**src/rtl/par_serializer_pkg.sv**
```systemverilog
// Shared definitions for the parallel-to-serial converter: FSM state
// encoding and the constant function used to size the bit counter.
package par_serializer_pkg;

    typedef enum logic [0:0] {
        IDLE  = 1'b0,
        SHIFT = 1'b1
    } state_e;

    // Number of bits needed to index 0..value-1 (value >= 2).
    function automatic int clog2_f(input int value);
        int result;
        result = 0;
        for (int v = value - 1; v > 0; v = v >> 1) begin
            result = result + 1;
        end
        return result;
    endfunction

endpackage

```
**src/rtl/par_serializer.sv**
```systemverilog
// Parallel-to-serial converter. Accepts a WIDTH-bit word over a
// valid/ready handshake and emits it LSB first, one bit per accepted
// serial transfer. The last bit of a word can overlap with loading the
// next word, so back-to-back words stream without a gap.
module par_serializer
    import par_serializer_pkg::*;
#(
    parameter int WIDTH = 8
) (
    input  logic             clk,
    input  logic             rst,
    input  logic             in_valid,
    output logic             in_ready,
    input  logic [WIDTH-1:0] in_data,
    output logic             out_valid,
    input  logic             out_ready,
    output logic             out_bit,
    output logic             out_last,
    output logic             busy
);

    localparam int CNT_W = clog2_f(WIDTH);
    localparam logic [CNT_W-1:0] CNT_MAX  = CNT_W'(WIDTH - 1);
    localparam logic [CNT_W-1:0] CNT_ONE  = CNT_W'(1);
    localparam logic [CNT_W-1:0] CNT_ZERO = {CNT_W{1'b0}};
    localparam logic [WIDTH-1:0] SH_ZERO  = {WIDTH{1'b0}};

    state_e           state_r;
    state_e           state_next_s;
    logic [WIDTH-1:0] shreg_r;
    logic [WIDTH-1:0] shreg_next_s;
    logic [CNT_W-1:0] cnt_r;
    logic [CNT_W-1:0] cnt_next_s;

    logic             cnt_last_s;
    logic             in_ready_s;
    logic             load_s;
    logic             xfer_s;
    logic             shifting_s;

    // Handshake qualifiers derived from the current state and counter.
    always_comb begin
        shifting_s = (state_r == SHIFT);
        cnt_last_s = (cnt_r == CNT_MAX);
        if (shifting_s) begin
            in_ready_s = out_ready && cnt_last_s;
        end else begin
            in_ready_s = 1'b1;
        end
        load_s = in_valid && in_ready_s;
        xfer_s = shifting_s && out_ready;
    end

    // Next-state, shift register and counter update rules.
    always_comb begin
        state_next_s = state_r;
        shreg_next_s = shreg_r;
        cnt_next_s   = cnt_r;
        case (state_r)
            IDLE: begin
                if (load_s) begin
                    shreg_next_s = in_data;
                    cnt_next_s   = CNT_ZERO;
                    state_next_s = SHIFT;
                end else begin
                    state_next_s = IDLE;
                end
            end
            SHIFT: begin
                if (xfer_s) begin
                    if (cnt_last_s) begin
                        if (load_s) begin
                            // Final bit leaves while the next word arrives.
                            shreg_next_s = in_data;
                            cnt_next_s   = CNT_ZERO;
                            state_next_s = SHIFT;
                        end else begin
                            shreg_next_s = SH_ZERO;
                            cnt_next_s   = CNT_ZERO;
                            state_next_s = IDLE;
                        end
                    end else begin
                        shreg_next_s = {1'b0, shreg_r[WIDTH-1:1]};
                        cnt_next_s   = cnt_r + CNT_ONE;
                    end
                end else begin
                    // Sink stalled: everything holds.
                    state_next_s = SHIFT;
                end
            end
            default: begin
                shreg_next_s = SH_ZERO;
                cnt_next_s   = CNT_ZERO;
                state_next_s = IDLE;
            end
        endcase
    end

    // State, shift register and counter registers; reset aborts any word.
    always_ff @(posedge clk or posedge rst) begin
        if (rst) begin
            state_r <= IDLE;
            shreg_r <= SH_ZERO;
            cnt_r   <= CNT_ZERO;
        end else begin
            state_r <= state_next_s;
            shreg_r <= shreg_next_s;
            cnt_r   <= cnt_next_s;
        end
    end

    // Output decode straight from the registered state; quiet when idle.
    always_comb begin
        in_ready = in_ready_s;
        busy     = shifting_s;
        if (shifting_s) begin
            out_valid = 1'b1;
            out_bit   = shreg_r[0];
            out_last  = cnt_last_s;
        end else begin
            out_valid = 1'b0;
            out_bit   = 1'b0;
            out_last  = 1'b0;
        end
    end

endmodule
```
**config.mk**
```make
export PLATFORM = sky130hd
export DESIGN_NAME = par_serializer
export DESIGN_NICKNAME = d
export VERILOG_FILES = /design/src/rtl/par_serializer_pkg.sv /design/src/rtl/par_serializer.sv
export SDC_FILE = /design/constraint.sdc
export NUM_CORES = 1
export LEC_CHECK = 0
export ABC_AREA = 1
export CAP_MARGIN = 10
export CORE_MARGIN = 2
export CORE_UTILIZATION = 47
export CTS_CLUSTER_SIZE = 20
export DETAILED_ROUTE_END_ITERATION = 12
export GPL_TIMING_DRIVEN = 1
export PLACE_DENSITY_LB_ADDON = 0.08
export SYNTH_ARGS = -nofsm -noshare
export SYNTH_HDL_FRONTEND = slang
export SYNTH_SLANG_ARGS = --single-unit
```
**constraint.sdc**
```tcl
create_clock -name clk -period 1.6 [get_ports clk]
set_input_delay 0.24 -clock clk [delete_from_list [all_inputs] [get_ports clk]]
set_output_delay 0.24 -clock clk [all_outputs]
set_load 0.02 [all_outputs]
```
# Word level (Yosys, flattened, before mapping)
# Index checks and enable logic that the tools add are counted.
dict set report op_classes {
  addsub 1
  n_eq_ne 3
  muxes 17
  n_bitwise 1
  reduce_logical 4
}
# op n
set op_table {}
lappend op_table {{8-bit 2-to-1 mux} 4}
lappend op_table {{8-bit case mux with 2 select lines} 1}
lappend op_table {{3-bit 2-to-1 mux} 3}
lappend op_table {{1-bit 2-to-1 mux} 7}
lappend op_table {{3-bit case mux with 2 select lines} 1}
lappend op_table {{3-bit by 1-bit adder with 3-bit output, second input constant} 1}
lappend op_table {{3-bit equality test, second input constant} 1}
lappend op_table {{1-bit logical AND} 3}
lappend op_table {{2-bit by 1-bit != test with 1-bit output, second input constant} 1}
lappend op_table {{2-bit != test, second input constant} 1}
lappend op_table {{1-bit case mux with 2 select lines} 1}
lappend op_table {{2-bit AND reduction} 1}
lappend op_table {{1-bit inverter} 1}
dict set report word_totals {
  regBits 12
  input_bits 12
}

# Longest topological paths before layout
# Gate-level depths: netlist of run 1.
dict set report depth {
  depth_word 8
  mapped_depth 8
  ltp_nobuf 7
}

# Worst setup path after synthesis of run 1
# OpenSTA, ideal clock, no wires.
dict set report synth_timing {
  path_type {reg2reg}
  startpoint {reg cnt_r[0]}
  endpoint {reg shreg_r[1]}
  t_arrival_ns 1.210
  required_ns 1.527
  setup_slack_ns 0.317
  path_stages_with_launch 8
  cell_sequence {dfrtp_1 -> ha_1 -> ha_1 -> inv_1 -> nand3_1 -> nand2_2 -> inv_2 -> a21oi_2}
}
dict set report synth_via {
  elab_chain_cells 8
  word_cells_on_any_way 10
}
# item line_no
set synth_rtl {}
lappend synth_rtl {{start, declared} par_serializer.sv:32} ;# logic [CNT_W-1:0] cnt_r;
lappend synth_rtl {{start signal, assigned} par_serializer.sv:108} ;# cnt_r <= cnt_next_s;
lappend synth_rtl {{3-bit equality test *} par_serializer.sv:44} ;# cnt_last_s = (cnt_r == CNT_MAX);
lappend synth_rtl {{1-bit logical AND} par_serializer.sv:46} ;# in_ready_s = out_ready && cnt_last_s;
lappend synth_rtl {{1-bit 2-to-1 mux} par_serializer.sv:45} ;# if (shifting_s) begin
lappend synth_rtl {{1-bit logical AND} par_serializer.sv:50} ;# load_s = in_valid && in_ready_s;
lappend synth_rtl {{8-bit 2-to-1 mux} par_serializer.sv:72} ;# if (load_s) begin
lappend synth_rtl {{8-bit 2-to-1 mux} par_serializer.sv:71} ;# if (cnt_last_s) begin
lappend synth_rtl {{8-bit 2-to-1 mux} par_serializer.sv:70} ;# if (xfer_s) begin
lappend synth_rtl {{8-bit case mux with 2 select lines} par_serializer.sv:59} ;# case (state_r)
lappend synth_rtl {{end signal, assigned} par_serializer.sv:107} ;# shreg_r <= shreg_next_s;
lappend synth_rtl {{end, declared} par_serializer.sv:30} ;# logic [WIDTH-1:0] shreg_r;
# Every way passes the cells marked *; elsewhere a longest branch is shown, timed or not. The select of a mux whose other input is x is not followed.
# A chain may end at the register's enable or synchronous reset.

# Final worst setup path of run 1
dict set report layout_timing {
  startpoint {reg cnt_r[0]}
  endpoint {out in_ready}
}
dict set report layout_via {
  elab_chain_cells 3
}
# item line_no
set layout_rtl {}
lappend layout_rtl {{3-bit equality test} par_serializer.sv:44}
lappend layout_rtl {{1-bit logical AND} par_serializer.sv:46}
lappend layout_rtl {{1-bit 2-to-1 mux} par_serializer.sv:45}
lappend layout_rtl {{end, declared} par_serializer.sv:13} ;# output logic in_ready,
# No other way between the ends.

==> metrics, run 1 <==
gpl congestion=0.703; CP max stage cell=dfrtp_1; maximum vdd drop=0.000720 V; worst skew pair latency=0.27 ns; Max stage delay on crit path=0.39 ns; Clock Power Share=19.3%; Worst Hold Class=input port to asynchronous set/reset pin; CTS Buffer Depth=2; first-pass GRT wire length=2.44 mm; total die area=0.00187 mm^2; drt first pass iters=4; Detail Placement HPWL=953 um; LEAKAGE=0.482 nW; Synth top area share=41.5%; CP startpoint=cnt_r[0]; pwr dens=1340 mW/mm^2; switching power=0.459 mW; CTS root buf=clkbuf_4; Final WS setup=0.0833 ns; initial core utilization=49.1%; Wirelength per Cell=10.8 um; share of cells above drive strength 1=31.5%; number of max-cap violations=0; synth cell count leaders=nand2_1, nand3_1, dfrtp_1; Rows=14; vias post-DR=603; Slew headroom=69.3%; setup TNS=0 ns; overflow left after global routing=0; Critical Path RT=1.36 ns; Distinct cells, synth=16; clock skew=0.00423 ns; crit path capture type=output pin; Syn. warnings=0; antenna-violating nets left=0; Setup WS pre-CTS=-0.0925 ns; # H-tree levels=1; CTS sink cnt=12; status=complete, no violations; most frequent cell after synthesis=nand2_1; Num CTS Buffers=3; total power=1.27 mW; Async SR Flop Fraction=100%; Yosys top cell by area=dfrtp_1; Seq/Total Area, Yosys=41.5%; number of synthesized flops with an enable pin=0; Hold Violations, Final=0; worst path bufs/invs=1; cells after synthesis=88; top_reg_cell synth=dfrtp_1; Crit path max-delay family=flip-flops; Worst Tran Pin Value=0.460 ns; Die Ht=43.2 um; Layout area overhead=30.8%; largest cells by area after synthesis=dfrtp_1, nand3_1, nand2_1, a21oi_2, inv_1; P_int=0.807 mW; ant diodes=0; Tcrit/Tclk final=94.8%; Logic pwr share=42.1%; initial antenna violation count=0; vias in the first global route=575; vias per std cell=4.86; largest net degree at the start of global routing=15; max-slew violation count=0; Ports=17; Clk pin slew, worst setup/hold paths=0.08 ns; Avg Cell Area, Syn=8.22 um^2; cell-by-cell trace of the critical path=ha_2 > ha_4 > nand2_1 > nand2_2 > buf_6; Die Width=43.2 um; Core Area=0.00147 mm^2; net count after synthesis=102; Routed WL=1.34 mm; critical setup path kind=flip-flop to output pin; All-Layer GR Usage=17.8%; final net count=123; I/O Buffers=16; Final Critical Period=1.52 ns; R2R Path Start=cnt_r[0]; DR iter-0 viols=16; flops & latches, synth=12; sequential share of power=38.6%; # setup viols final=0; Net Sw Frac=36.2%; cell area after synthesis=723 um^2; maximum clock frequency=0.659 GHz; Worst setup SP type=flip-flop; CTS tree=built; DRC=0; RSZ-0062 raised after global routing=no; CP Max Fanout=4; Hold-fix buffers, CTS=0; CP Data Arrival Time=1.28 ns
## worst register-to-register path, stage by stage (launching register included)
cell,delay [ns]
dfrtp_1,0.39
ha_2,0.20
ha_4,0.17
inv_1,0.19
nand3_1,0.12
nand2_2,0.09
inv_2,0.03
a21oi_2,0.11
## power by group through the flow
stage          Clock (mW)  Combinational, mW  Sequential, mW
6_report            0.244              0.532           0.489
5_1_grt             0.267              0.606           0.508
4_1_cts             0.250              0.518           0.483
3_5_place_dp            0              0.533           0.488
3_3_place_gp            0              0.518           0.485
2_1_floorplan           0              0.386           0.479
## cell type report
cell class | count | area (um^2)
Timing Repair Buffer | 20 | 190
Inverter | 13 | 51.3
Clock buffer | 4 | 36.3
Tap cell | 16 | 20.0
Multi-Input combinational cell | 59 | 348
Sequential cell | 12 | 300
Fill cell | 137 | 526
## cells by family (layout without fill, tap and decap cells)
family	count (synthesis)	in the layout	share of synthesized area, %
buffers and inverters	17	37	12.8
AO/OA/AOI/OAI	8	8	9.17
AND/OR/NAND/NOR	49	49	33.0
adder cells (fa/ha/maj)	2	2	3.46
flip-flops	12	12	41.5
## per-layer routing
metal / GRT usage [%] / vias to the layer above / wire (um)
li1: - / 316 / -
met1: 24.3 / 268 / 660
met2: 26.3 / 15 / 587
met3: 2.55 / 4 / 69
met4: 10.9 / 0 / 24
met5: 0 / - / 0
## stage by stage
stage | hold slack [ns] | utilization, % | instances | instance area, um^2
final | 0.273 | 64.3 | 124 | 946
after global routing | 0.343 | 64.3 | 124 | 946
after CTS | 0.294 | 62.5 | 124 | 920
after detailed placement | 0.505 | 60.6 | 120 | 892
after global placement | 0.494 | 60.6 | 120 | 892
after floorplan | 0.105 | - | 88 | 723
## worst paths after layout
path / end / slack, ns / cells after the start
setup / recovery: in_ready / 0.08 / 5
hold / removal: shreg_r[7] / 0.27 / 2
setup reg to reg: shreg_r[1] / 0.25 / 7
hold reg to reg: cnt_r[1] / 0.53 / 2
max in group asynchronous: cnt_r[2] / 1.01 / 2
min in group clk: shreg_r[5] / 0.52 / 3
## state kept, by name, summed over array words and instances, names as in the netlist
name	count
shreg_r	8
cnt_r	3
busy	1
## cell usage in the layout (no fill, tap or decap), drive strengths merged, types with 2 or more instances in the layout
cell type and count:
ha 2, nand3 16, clkdlybuf4s50 11, clkbuf 4, dfrtp 12, nor2 7, nand2 26, dlymetal6s2s 2
buf 6, inv 13, a21oi 7
## repair_timing
action,CTS,global route
setup endpoints to repair,3,4
cloned,0,0
setup buffers,0,0
resized for setup,10,7
hold endpoints to repair,0,0
Power figures use the tool's default switching activity.
==> inputs of run 2 (changes only) <==
- CORE_MARGIN: 2 -> default
==> run 2 against run 1 <==
Effect of this change:
- flip-flop and latch count unchanged
- power decreased by 0.52%
- via count decreased by 1.3%
- register-to-register slack got worse by 0.13 ns
- cell count increased by 0.81%
- sequential share of layout area decreased by 0.12 points
- sequential power about the same
- design area increased by 0.79%
==> metrics, run 2 (synthesis gave the netlist of run 1 again) <==
status=complete, no violations (unchanged); Logic pwr share=42.1% (about the same); Tcrit/Tclk final=94.4% (was 94.8%); Hold-fix buffers, CTS=0 (unchanged); first-pass GRT wire length=2.03 mm (was 2.44 mm); vias in the first global route=487 (was 575); Final Critical Period=1.51 ns (was 1.52 ns); Worst Tran Pin Value=0.458 ns (was 0.460 ns); Net Sw Frac=35.8% (was 36.2%); maximum clock frequency=0.662 GHz (was 0.659 GHz); most frequent cells in the layout=nand2_1, nand3_1, dfrtp_1, clkdlybuf4s50_1, inv_1 (unchanged); Clock Power Share=19.3% (about the same); Routed WL=1.36 mm (was 1.34 mm); Worst R2R End=shreg_r[1] (unchanged); Rows=13 (was 14); CP Max Fanout=3 (was 4); vias post-DR=595 (was 603); LEAKAGE=0.491 nW (was 0.482 nW); drt first pass iters=4 (unchanged); Slew headroom=69.4% (was 69.3%); CTS tree=built (unchanged); Wirelength per Cell=10.9 um (was 10.8 um); Core Area=0.00137 mm^2 (was 0.00147 mm^2); antenna-violating nets left=0 (unchanged); # H-tree levels=1 (unchanged); Reg2Reg Setup Slack=0.12 ns (was 0.25 ns); final net count=125 (was 123); clock skew=0.00477 ns (was 0.00423 ns); R2R Path Start=cnt_r[0] (unchanged); gpl congestion=0.722 (was 0.703); switching power=0.451 mW (was 0.459 mW); DRC=0 (unchanged); overflow left after global routing=0 (unchanged); total die area=0.00170 mm^2 (was 0.00187 mm^2); Clk pin slew, worst setup/hold paths=0.08 ns (about the same); Die Width=41.2 um (was 43.2 um); RSZ-0062 raised after global routing=no (unchanged); vias per std cell=4.76 (was 4.86); Ports=17 (unchanged); Critical Path RT=1.36 ns (about the same); Post-Layout Cell Count=125 (was 124); most common cell after layout, fill and taps aside=nand2_1 (unchanged); I/O Buffers=16 (unchanged); sequential share of power=38.6% (about the same); CP Data Arrival Time=1.27 ns (was 1.28 ns); largest net degree at the start of global routing=15 (unchanged); WHS=0.270 ns (was 0.273 ns); Die Ht=41.2 um (was 43.2 um); number of max-cap violations=0 (unchanged); Num CTS Buffers=3 (unchanged); setup TNS=0 ns (unchanged); CTS sink cnt=12 (unchanged); Layout area overhead=31.8% (was 30.8%); All-Layer GR Usage=19.5% (was 17.8%); Detail Placement HPWL=960 um (was 953 um); CTS Buffer Depth=2 (unchanged); # setup viols final=0 (unchanged); critical setup path kind=flip-flop to output pin (unchanged); share of cells above drive strength 1=34.5% (was 31.5%); Worst Hold Class=input port to asynchronous set/reset pin (unchanged); max reg flops=8 (unchanged); ant diodes=0 (unchanged); Worst setup SP type=flip-flop (unchanged); CTS root buf=clkbuf_4 (unchanged); DR iter-0 viols=9 (was 16); P_int=0.809 mW (was 0.807 mW); cell total after placement=121 (was 120); worst skew pair latency=0.28 ns (was 0.27 ns); pwr dens=1320 mW/mm^2 (was 1340 mW/mm^2); initial antenna violation count=0 (unchanged); Biggest register=shreg_r (unchanged); crit path capture type=output pin (unchanged); worst reg-to-reg path cell count=8 (was 7); max-slew violation count=0 (unchanged); initial core utilization=52.9% (was 49.1%); Hold Violations, Final=0 (unchanged); maximum vdd drop=0.000799 V (was 0.000720 V)
run 2: changes by cell type in the layout (fill, tap and decap cells not counted), sizes merged:
cell | before | now
buf | 6 | 8
run 2: critical path, stage by stage (launching register included):
cell and delay (ns):
dfrtp_1 0.38, ha_2 0.18, ha_2 0.18, nand2_2 0.06
nand2_2 0.05, buf_6 0.13
run 2: area by class of cell:
type                            count  area, um^2
Clock buffer                        4        36.3
Tap cell                           15        18.8
Inverter                           13        51.3
Multi-Input combinational cell     59         340
Sequential cell                    12         302
Timing Repair Buffer               22         205
Fill cell                         124         413
run 2: worst max-delay path by stage:
| stage | endpoint | cells after the start | start |
|---|---|---|---|
| 2_1_floorplan | shreg_r[1] | 7 | cnt_r[0] |
| 3_3_place_gp | in_ready | 4 | out_ready |
| 3_5_place_dp | in_ready | 4 | out_ready |
| 4_1_cts | in_ready | 5 | cnt_r[0] |
| 5_1_grt | in_ready | 5 | cnt_r[0] |
| 6_report | in_ready | 5 | cnt_r[0] |
run 2: metrics by stage:
| step | setup slack, ns | instance area [um^2] | total power [mW] | utilization [%] |
|---|---|---|---|---|
| final | 0.0902 | 953 | 1.26 | 69.8 |
| after global routing | 0.00500 | 953 | 1.37 | 69.8 |
| after CTS | 0.00916 | 932 | 1.26 | 68.2 |
| after detailed placement | -0.0823 | 906 | 1.03 | 66.3 |
| after global placement | -0.0756 | 906 | 1.01 | 66.3 |
| after floorplan | 0.317 | 723 | 0.865 | - |
run 2: timing repair:
| action | 4_1_cts | 5_1_grt |
|---|---|---|
| resized for setup | 10 | 8 |
| setup endpoints to repair | 5 | 11 |
| setup buffers | 0 | 0 |
run 2: per-layer routing:
layer	global-route usage, %	vias up	wire (um)
met5	0	-	0
met4	9.68	0	16
met3	6.52	2	68
met2	30.9	12	629
met1	23.6	261	643
li1	-	320	-
run 2: power by group through the flow:
stage                     combinational, mW  sequential, mW  clock (mW)
after CTS                             0.524           0.484       0.254
after detailed placement              0.542           0.489           0
after global routing                  0.596           0.498       0.274
after global placement                0.524           0.486           0
final                                 0.531           0.486       0.243
after floorplan                       0.386           0.479           0
